<file path="src/rtl/deadlock_report_pkg.sv">
// Shared types and helpers for the deadlock timeout reporter.
package deadlock_report_pkg;

  typedef enum logic [1:0] {
    IDLE     = 2'd0,
    COUNTING = 2'd1,
    DEADLOCK = 2'd2
  } dl_state_e;

  localparam int CNT_W_DEF = 32;
  localparam int SAT_W     = 64;

  // Increment v, clamping at the all-ones value of a w-bit counter.
  function automatic logic [SAT_W-1:0] sat_inc(input logic [SAT_W-1:0] v,
                                               input int unsigned     w);
    logic [SAT_W-1:0] lim;
    lim = (w >= SAT_W) ? '1 : ((SAT_W'(1) << w) - SAT_W'(1));
    return (v >= lim) ? lim : v + SAT_W'(1);
  endfunction

endpackage

</file>
<file path="src/rtl/deadlock_block_timeout_reporter_prio_encoder.sv">
// Lowest-set-bit encoder: idx of the first set bit, any when at least one is set.
module deadlock_prio_encoder #(
  parameter int N     = 2,
  parameter int IDX_W = 1
) (
  input  logic [N-1:0]     vec,
  output logic [IDX_W-1:0] idx,
  output logic             any
);

  always_comb begin
    idx = '0;
    any = |vec;
    // Scan downward so the lowest set bit wins.
    for (int i = N - 1; i >= 0; i--) begin
      if (vec[i]) idx = IDX_W'(i);
    end
  end

endmodule

</file>
<file path="src/rtl/deadlock_block_timeout_reporter.sv">
// Turns the kernel block flag into a sticky deadlock report once the block
// persists for TIMEOUT cycles; shorter runs are counted as transients.
module deadlock_block_timeout_reporter
  import deadlock_report_pkg::*;
#(
  parameter int NUM_AXIS = 1,
  parameter int NUM_INST = 1,
  parameter int TIMEOUT  = 1024,
  parameter int CNT_W    = CNT_W_DEF,
  parameter int IDX_W    = ((NUM_AXIS + NUM_INST) > 1) ? $clog2(NUM_AXIS + NUM_INST) : 1
) (
  input  logic                         clock,
  input  logic                         reset_n,
  input  logic                         kernel_block,
  input  logic [NUM_AXIS-1:0]          axis_block_sigs,
  input  logic [NUM_INST-1:0]          inst_block_sigs,
  input  logic                         clear,
  output logic                         deadlock,
  output logic                         deadlock_pulse,
  output logic [NUM_AXIS+NUM_INST-1:0] blocked_snapshot,
  output logic [IDX_W-1:0]             first_blocked_idx,
  output logic                         snapshot_valid,
  output logic [CNT_W-1:0]             block_cycles,
  output logic [CNT_W-1:0]             transient_count
);

  localparam int NP = NUM_AXIS + NUM_INST;

  dl_state_e        state_q, state_d;
  logic [NP-1:0]    port_vec;
  logic [IDX_W-1:0] enc_idx;
  logic             enc_any;

  logic             deadlock_d, pulse_d, valid_d;
  logic [NP-1:0]    snap_d;
  logic [IDX_W-1:0] idx_d;
  logic [CNT_W-1:0] bc_d, tc_d, bc_inc, tc_inc;
  logic             at_limit;

  assign port_vec = {inst_block_sigs, axis_block_sigs};
  assign bc_inc   = CNT_W'(sat_inc(SAT_W'(block_cycles), CNT_W));
  assign tc_inc   = CNT_W'(sat_inc(SAT_W'(transient_count), CNT_W));
  assign at_limit = (block_cycles == CNT_W'(TIMEOUT - 1));

  // Encode the live port vector so idx/valid register on the same edge as the snapshot.
  deadlock_prio_encoder #(
    .N    (NP),
    .IDX_W(IDX_W)
  ) u_prio (
    .vec(port_vec),
    .idx(enc_idx),
    .any(enc_any)
  );

  always_ff @(posedge clock or negedge reset_n) begin
    if (!reset_n) state_q <= IDLE;
    else          state_q <= state_d;
  end

  always_comb begin
    state_d = state_q;
    if (clear) begin
      state_d = IDLE;
    end else begin
      case (state_q)
        IDLE:     if (kernel_block) state_d = COUNTING;
        COUNTING: begin
          if (!kernel_block) state_d = IDLE;
          else if (at_limit) state_d = DEADLOCK;
        end
        DEADLOCK: state_d = DEADLOCK;
        default:  state_d = IDLE;
      endcase
    end
  end

  always_comb begin
    deadlock_d = deadlock;
    pulse_d    = 1'b0;
    snap_d     = blocked_snapshot;
    idx_d      = first_blocked_idx;
    valid_d    = snapshot_valid;
    bc_d       = block_cycles;
    tc_d       = transient_count;
    if (clear) begin
      // Report is wiped; the transient history survives.
      deadlock_d = 1'b0;
      snap_d     = '0;
      idx_d      = '0;
      valid_d    = 1'b0;
      bc_d       = '0;
    end else begin
      case (state_q)
        IDLE: bc_d = kernel_block ? CNT_W'(1) : '0;
        COUNTING: begin
          if (!kernel_block) begin
            bc_d = '0;
            tc_d = tc_inc;
          end else if (at_limit) begin
            bc_d       = CNT_W'(TIMEOUT);
            deadlock_d = 1'b1;
            pulse_d    = 1'b1;
            snap_d     = port_vec;
            idx_d      = enc_idx;
            valid_d    = enc_any;
          end else begin
            bc_d = bc_inc;
          end
        end
        DEADLOCK: if (kernel_block) bc_d = bc_inc;
        default:  bc_d = '0;
      endcase
    end
  end

  always_ff @(posedge clock or negedge reset_n) begin
    if (!reset_n) begin
      deadlock          <= 1'b0;
      deadlock_pulse    <= 1'b0;
      blocked_snapshot  <= '0;
      first_blocked_idx <= '0;
      snapshot_valid    <= 1'b0;
      block_cycles      <= '0;
      transient_count   <= '0;
    end else begin
      deadlock          <= deadlock_d;
      deadlock_pulse    <= pulse_d;
      blocked_snapshot  <= snap_d;
      first_blocked_idx <= idx_d;
      snapshot_valid    <= valid_d;
      block_cycles      <= bc_d;
      transient_count   <= tc_d;
    end
  end

endmodule

</file>
<file path="config.mk">
export PLATFORM = sky130hd
export DESIGN_NAME = deadlock_block_timeout_reporter
export DESIGN_NICKNAME = d
export VERILOG_FILES = /design/src/rtl/deadlock_report_pkg.sv /design/src/rtl/deadlock_block_timeout_reporter_prio_encoder.sv /design/src/rtl/deadlock_block_timeout_reporter.sv
export SDC_FILE = /design/constraint.sdc
export NUM_CORES = 1
export LEC_CHECK = 0
export ABC_CLOCK_PERIOD_IN_PS = 3300
export BUFFER_PORTS_ARGS = -buffer_cell sky130_fd_sc_hd__buf_2
export CAP_MARGIN = 40
export CORE_ASPECT_RATIO = 1.1
export CORE_MARGIN = 2
export CORE_UTILIZATION = 56
export CTS_CLUSTER_SIZE = 28
export DETAILED_ROUTE_END_ITERATION = 8
export PLACE_DENSITY = 0.79
export SLEW_MARGIN = 20
export SYNTH_ARGS = -nofsm -noshare
export SYNTH_HDL_FRONTEND = slang
export SYNTH_SLANG_ARGS = --single-unit
</file>
<file path="constraint.sdc">
create_clock -name clock -period 3.3 [get_ports clock]
set_clock_uncertainty 0.1 [all_clocks]
set_input_delay 0.495 -clock clock [delete_from_list [all_inputs] [get_ports clock]]
set_output_delay 0.495 -clock clock [all_outputs]
set_load 0.02 [all_outputs]
</file>
# ---- Yosys cells after proc, flatten, opt, wreduce, memory -nomap -nowiden
# Index checks and enable logic that the tools add are counted.
dict set report word_totals {
  reg_bits 72
  wordCells 63
  inputBits 6
  output_inout_bits 70
}
dict set report op_classes {
  reduce_logical 8
  addsub 2
  order_cmp 2
  mux 35
  eq_ne 6
  bitwise_logic 2
}
# op n
set op_table {}
lappend op_table {{32-bit two-way mux} 6}
lappend op_table {{32-bit case mux with 3 select lines} 1}
lappend op_table {{32-bit by 1-bit adder with 32-bit output, second input constant} 2}
lappend op_table {{32-bit greater-or-equal comparator, second input constant} 2}
lappend op_table {{32-bit by 10-bit == test with 1-bit output, second input constant} 1}
lappend op_table {{1-bit two-way mux} 19}
lappend op_table {{2-bit two-way mux} 8}
lappend op_table {{3-bit inequality test, second input constant} 2}
lappend op_table {{2-bit case mux with 3 select lines} 1}
lappend op_table {{3-bit AND reduction} 2}
lappend op_table {{2-bit nonzero test} 3}
lappend op_table {{4-bit inequality test, second input constant} 1}
lappend op_table {{2-bit by 1-bit == test with 1-bit output, second input constant} 1}
lappend op_table {{2-bit == test, second input constant} 1}
lappend op_table {{2-bit zero test} 1}
lappend op_table {{1-bit inverter} 2}
lappend op_table {{2-bit AND reduction} 1}
lappend op_table {{2-bit OR reduction} 1}

# ---- Longest topological paths before layout
dict set report depth {
  word_depth 6
  depth_mapped 8
  ltp_nobuf 6
}

# ---- Hierarchy
# Synthesis repeated with hierarchy kept, for this count alone.
dict set report unflattened {
  hier_cells 459
  hier_area_um2 4017.6
}
# mod cells_per_inst instances seq_area_each_um2 area_each_um2
set modules_own_cells {}
lappend modules_own_cells {deadlock_block_timeout_reporter 457 1 1801.7 4005.1}
lappend modules_own_cells {deadlock_prio_encoder 2 1 0.0 12.5}

# ---- Least setup slack after synthesis
# No wires, ideal clock.
dict set report synth_path {
  path_type {flip-flop to flip-flop}
  from {register block_cycles[0]}
  to {register block_cycles[15]}
  arrival_time_ns 2.340
  path_stages_with_launch 8
  t_required_ns 3.079
  path_buffers 1
  slack_ns 0.739
  period_less_slack_ns 2.561
  setup_ns 0.121
  path_cell_list {dfrtp_1 > ha_1 > nand3_1 > or4_1 > o41a_1 > buf_4 > a31o_2 > a22o_1}
}
dict set report synth_between {
  elab_chain_len 6
  word_cells_on_any_way 9
  cone_classes {add/sub (1); order compare (1); eq/ne (1); mux (6)}
}
# item line
set synth_rtl {}
lappend synth_rtl {{start: declaration} deadlock_block_timeout_reporter.sv:23} ;# output logic [CNT_W-1:0] block_cycles,
lappend synth_rtl {{start signal: assignment} deadlock_block_timeout_reporter.sv:123} ;# block_cycles <= '0;
lappend synth_rtl {{start signal: assignment} deadlock_block_timeout_reporter.sv:131} ;# block_cycles <= bc_d;
lappend synth_rtl {{32-bit by 1-bit adder with 32-bit output or 32-bit greater-or-equal comparator (tied branches)} deadlock_report_pkg.sv:18} ;# return (v >= lim) ? lim : v + SAT_W'(1);
lappend synth_rtl {{32-bit two-way mux} deadlock_report_pkg.sv:18}
lappend synth_rtl {{32-bit two-way mux} deadlock_block_timeout_reporter.sv:99} ;# end else if (at_limit) begin
lappend synth_rtl {{32-bit two-way mux} deadlock_block_timeout_reporter.sv:96} ;# if (!kernel_block) begin
lappend synth_rtl {{32-bit case mux with 3 select lines (*)} deadlock_block_timeout_reporter.sv:93} ;# case (state_q)
lappend synth_rtl {{32-bit two-way mux (*)} deadlock_block_timeout_reporter.sv:85} ;# if (clear) begin
# Every way passes the cells marked *; elsewhere a longest branch is shown, timed or not. The select of a mux whose other input is x is not followed.
# A chain may end at the register's enable or synchronous reset.

# ---- Final worst setup path
dict set report layout_path {
  from {register block_cycles[0]}
  to {register block_cycles[22]}
}
# The elaborated chain is that of the path after synthesis.

==> results.md <==
* Layout net count at between 500 and 600
* Core footprint at about 7400 sq um
* Filler cells at 620
* Detailed-route DRC error count at 0
* RePlAce Congestion at 1.01
* Cell taking the most area after synthesis: dfrtp_1
* Achievable clock frequency at 347 MHz
* DR vias/cell at approximately 6.6
* PwrDens at between 300 and 400 nW/um^2
* Final Cycle Share at 0.872
* Post-synth EDFFs at 0
* Setup violators final at 0
* Clock share of power at 0.442
* Area share of the largest cell type after synthesis at 0.422
* Required time of the critical path at around 3400 ps
* Final setup TNS at 0 ps
* Sequential cell area at around 1800 sq um
* Pleak at 0.00234 uW
* Yosys warnings at 0
* TritonCTS Buffers at 9
* Fraction of layout cells with a size suffix above 1 at 0.235
* Max Cap Viol at 0
* Die width at between 80 and 90 microns
* Total wire length at 11.5 mm
* Post-DR wirelength/cell at roughly 18 microns
* Boundary Pins at 76
* Arr. time, crit path at about 3000 ps
* Mapped Nets at 474
* Count of different cell masters after synthesis at 57
* Switching pwr at approximately 500 uW
* Worst setup EP type: register
* Most frequent cell after synthesis: dfrtp_1
* Unrepaired setup endpoints after global routing: false
* Die Span Y at 95.6 microns
* Post-CTS Setup Bufs at 0
* Crit Path Max Fanout at 19
* Cell Rows at 33
* Reg clk slew, reported paths at around 80 ps
* Die area at 8340 sq um
* Worst slew pin tran at between 800 and 900 ps
* Hold Path Class: in -> reg
* Share of power burned in registers at 0.469
* Drt initial violations at approximately 240
* CTS H-tree depth at 3
* Longest Clk Path Bufs at 2
* P&R area growth vs syn at 17.8%
* Sequential area share after synthesis at 0.422
* Gr ovfl total at 0
* Initial antenna violation count at 0
* CTS sink count at 72
* Crit path kind: reg -> reg
* Ys async rst share at 1.00
* VDD IR max at roughly 0.00023 V
* First-pass GRT wire length at 18.8 mm
* Post-route ant nets at 0
* Mapped Area at 4270 sq um
* Vias in the first global route at roughly 4000
* Yosys reg bits at 72
* P_int at between 1000 and 1500 uW
* # diodes at 0
* GRT Total Usage at 0.285
* Mapped Cells at about 470
* Crit start category: register
* Synth cell count leaders: dfrtp_1, nand2_1, nand4_1
* Initial core utilization at 0.575
* Worst reg2reg setup slack at roughly 420 ps
* Rel. slew slack at 0.441
* Largest net degree at the start of global routing at 40
* PortBufs at 75
* Iteration count of the initial detailed-routing pass at 4
* Switching share of power at 0.251
* Root Driver: clkbuf_8
* Minimum clock period at roughly 2900 ps
* Final hold viol count at 0
* Outcome: finished clean
* Top_reg_cell synth: dfrtp_1
* Via count at 4184
* CTS tree: done
* Total Power at 2000 uW
* Multi-input gate area at around 2300 sq um
* DP Wirelength at ~8 mm
* Syn Area/Cell at ~9.2 sq um
* Worst-skew pair later-pin latency at 360 ps
* Logic pwr share at 0.089
* Max Slew Vio Count at 0
* Top cells by area, synth: dfrtp_1, nand2_1, nand4_1, a22o_1, o21ai_0
worst max-delay path, stage by stage (launching register included):
cell and delay, ps:
dfrtp_1 430, ha_1 230, nand3_1 190, or4_1 600
o41a_1 660, a31o_2 330, a22o_1 230
timing repair:
action | in CTS | in global routing
hold endpoints to repair | 0 | 3
gates resized for setup | 0 | 0
hold buffers | 0 | 1
cells by family after synthesis:
kind of cell               synth area share
muxes                                0.0152
AOI/OAI and AO/OA                     0.199
buffers and inverters                0.0299
and+or+nand+nor                       0.293
adders and majority gates           0.00586
xor gates and xnor gates             0.0349
DFF                                   0.422
layout make-up:
cell class                      count  area share
Multi-Input combinational cell    368       0.466
Clock inverter                      6      0.0229
Clock buffer                       10      0.0273
Inverter                            6     0.00447
Tap cell                           87      0.0216
Timing Repair Buffer               88      0.0994
Sequential cell                    72       0.358
path summary, 6_finish.rpt:
kind	endpoint	depth (start not counted)	startpoint
max	block_cycles[22]$_DFFE_PN0P_	6	block_cycles[0]$_DFFE_PN0P_
min	first_blocked_idx$_DFFE_PN0P_	3	inst_block_sigs
max reg2reg	block_cycles[22]$_DFFE_PN0P_	6	block_cycles[0]$_DFFE_PN0P_
min reg2reg	deadlock$_DFFE_PN0P_	2	deadlock$_DFFE_PN0P_
max in group asynchronous	block_cycles[25]$_DFFE_PN0P_	3	reset_n
min in group asynchronous	transient_count[18]$_DFFE_PN0P_	2	reset_n
state kept, by name, summed over array words and instances (netlist names):
| name | count |
|---|---|
| snapshot_valid | 1 |
| transient_count | 32 |
| deadlock | 1 |
| state_q | 2 |
| blocked_snapshot | 2 |
| deadlock_pulse | 1 |
| block_cycles | 32 |
| first_blocked_idx | 1 |
layer usage:
metal / routed length [microns] / global-route usage / up-vias
met5: 0 / 0 / -
met4: 382 / 0.132 / 0
met3: 773 / 0.0407 / 33
met2: 5640 / 0.477 / 194
met1: 4740 / 0.364 / 2011
li1: - / - / 1946
layout by cell type, fill, tap and decap left out, types with 3 or more instances in the layout:
cell and count:
a21oi_1 10, a22o_1 18, a31o_2 7, and2_1 7
and3_1 17, and4_1 9, buf_2 75, buf_4 10
bufinv_16 3, clkbuf_8 10, dfrtp_1 72, inv_1 6
mux2_2 4, nand2_1 64, nand2b_1 4, nand3_1 20
nand4_1 29, nor2_1 27, nor3_1 14, nor4_1 9
nor4_2 4, o2111ai_1 4, o211ai_1 7, o21ai_0 24
o31a_1 7, o31ai_1 13, o41a_1 3, or3_1 10
or4_1 3, xnor2_1 9, xor2_1 8
metrics by stage:
| stage | hold WS (ps) | utilization | cells | worst slack (ps) | cell area [sq um] |
|---|---|---|---|---|---|
| floorplan | 99.4 | - | 466 | 739 | 4270 |
| global placement | 398 | 0.639 | 619 | 553 | 4750 |
| detailed placement | 411 | 0.639 | 619 | 470 | 4750 |
| CTS | 134 | 0.673 | 635 | 449 | 5000 |
| global route | 327 | 0.677 | 637 | 283 | 5030 |
| finish | 321 | 0.677 | 637 | 421 | 5030 |
power groups by stage:
stage	registers, uW	clock network [uW]	logic [uW]
3_5_place_dp	954	0	174
2_1_floorplan	978	0	75.8
3_3_place_gp	952	0	169
6_report	937	883	177
4_1_cts	937	892	175
5_1_grt	942	919	196
No activity file was read; power rests on OpenSTA's default activity.
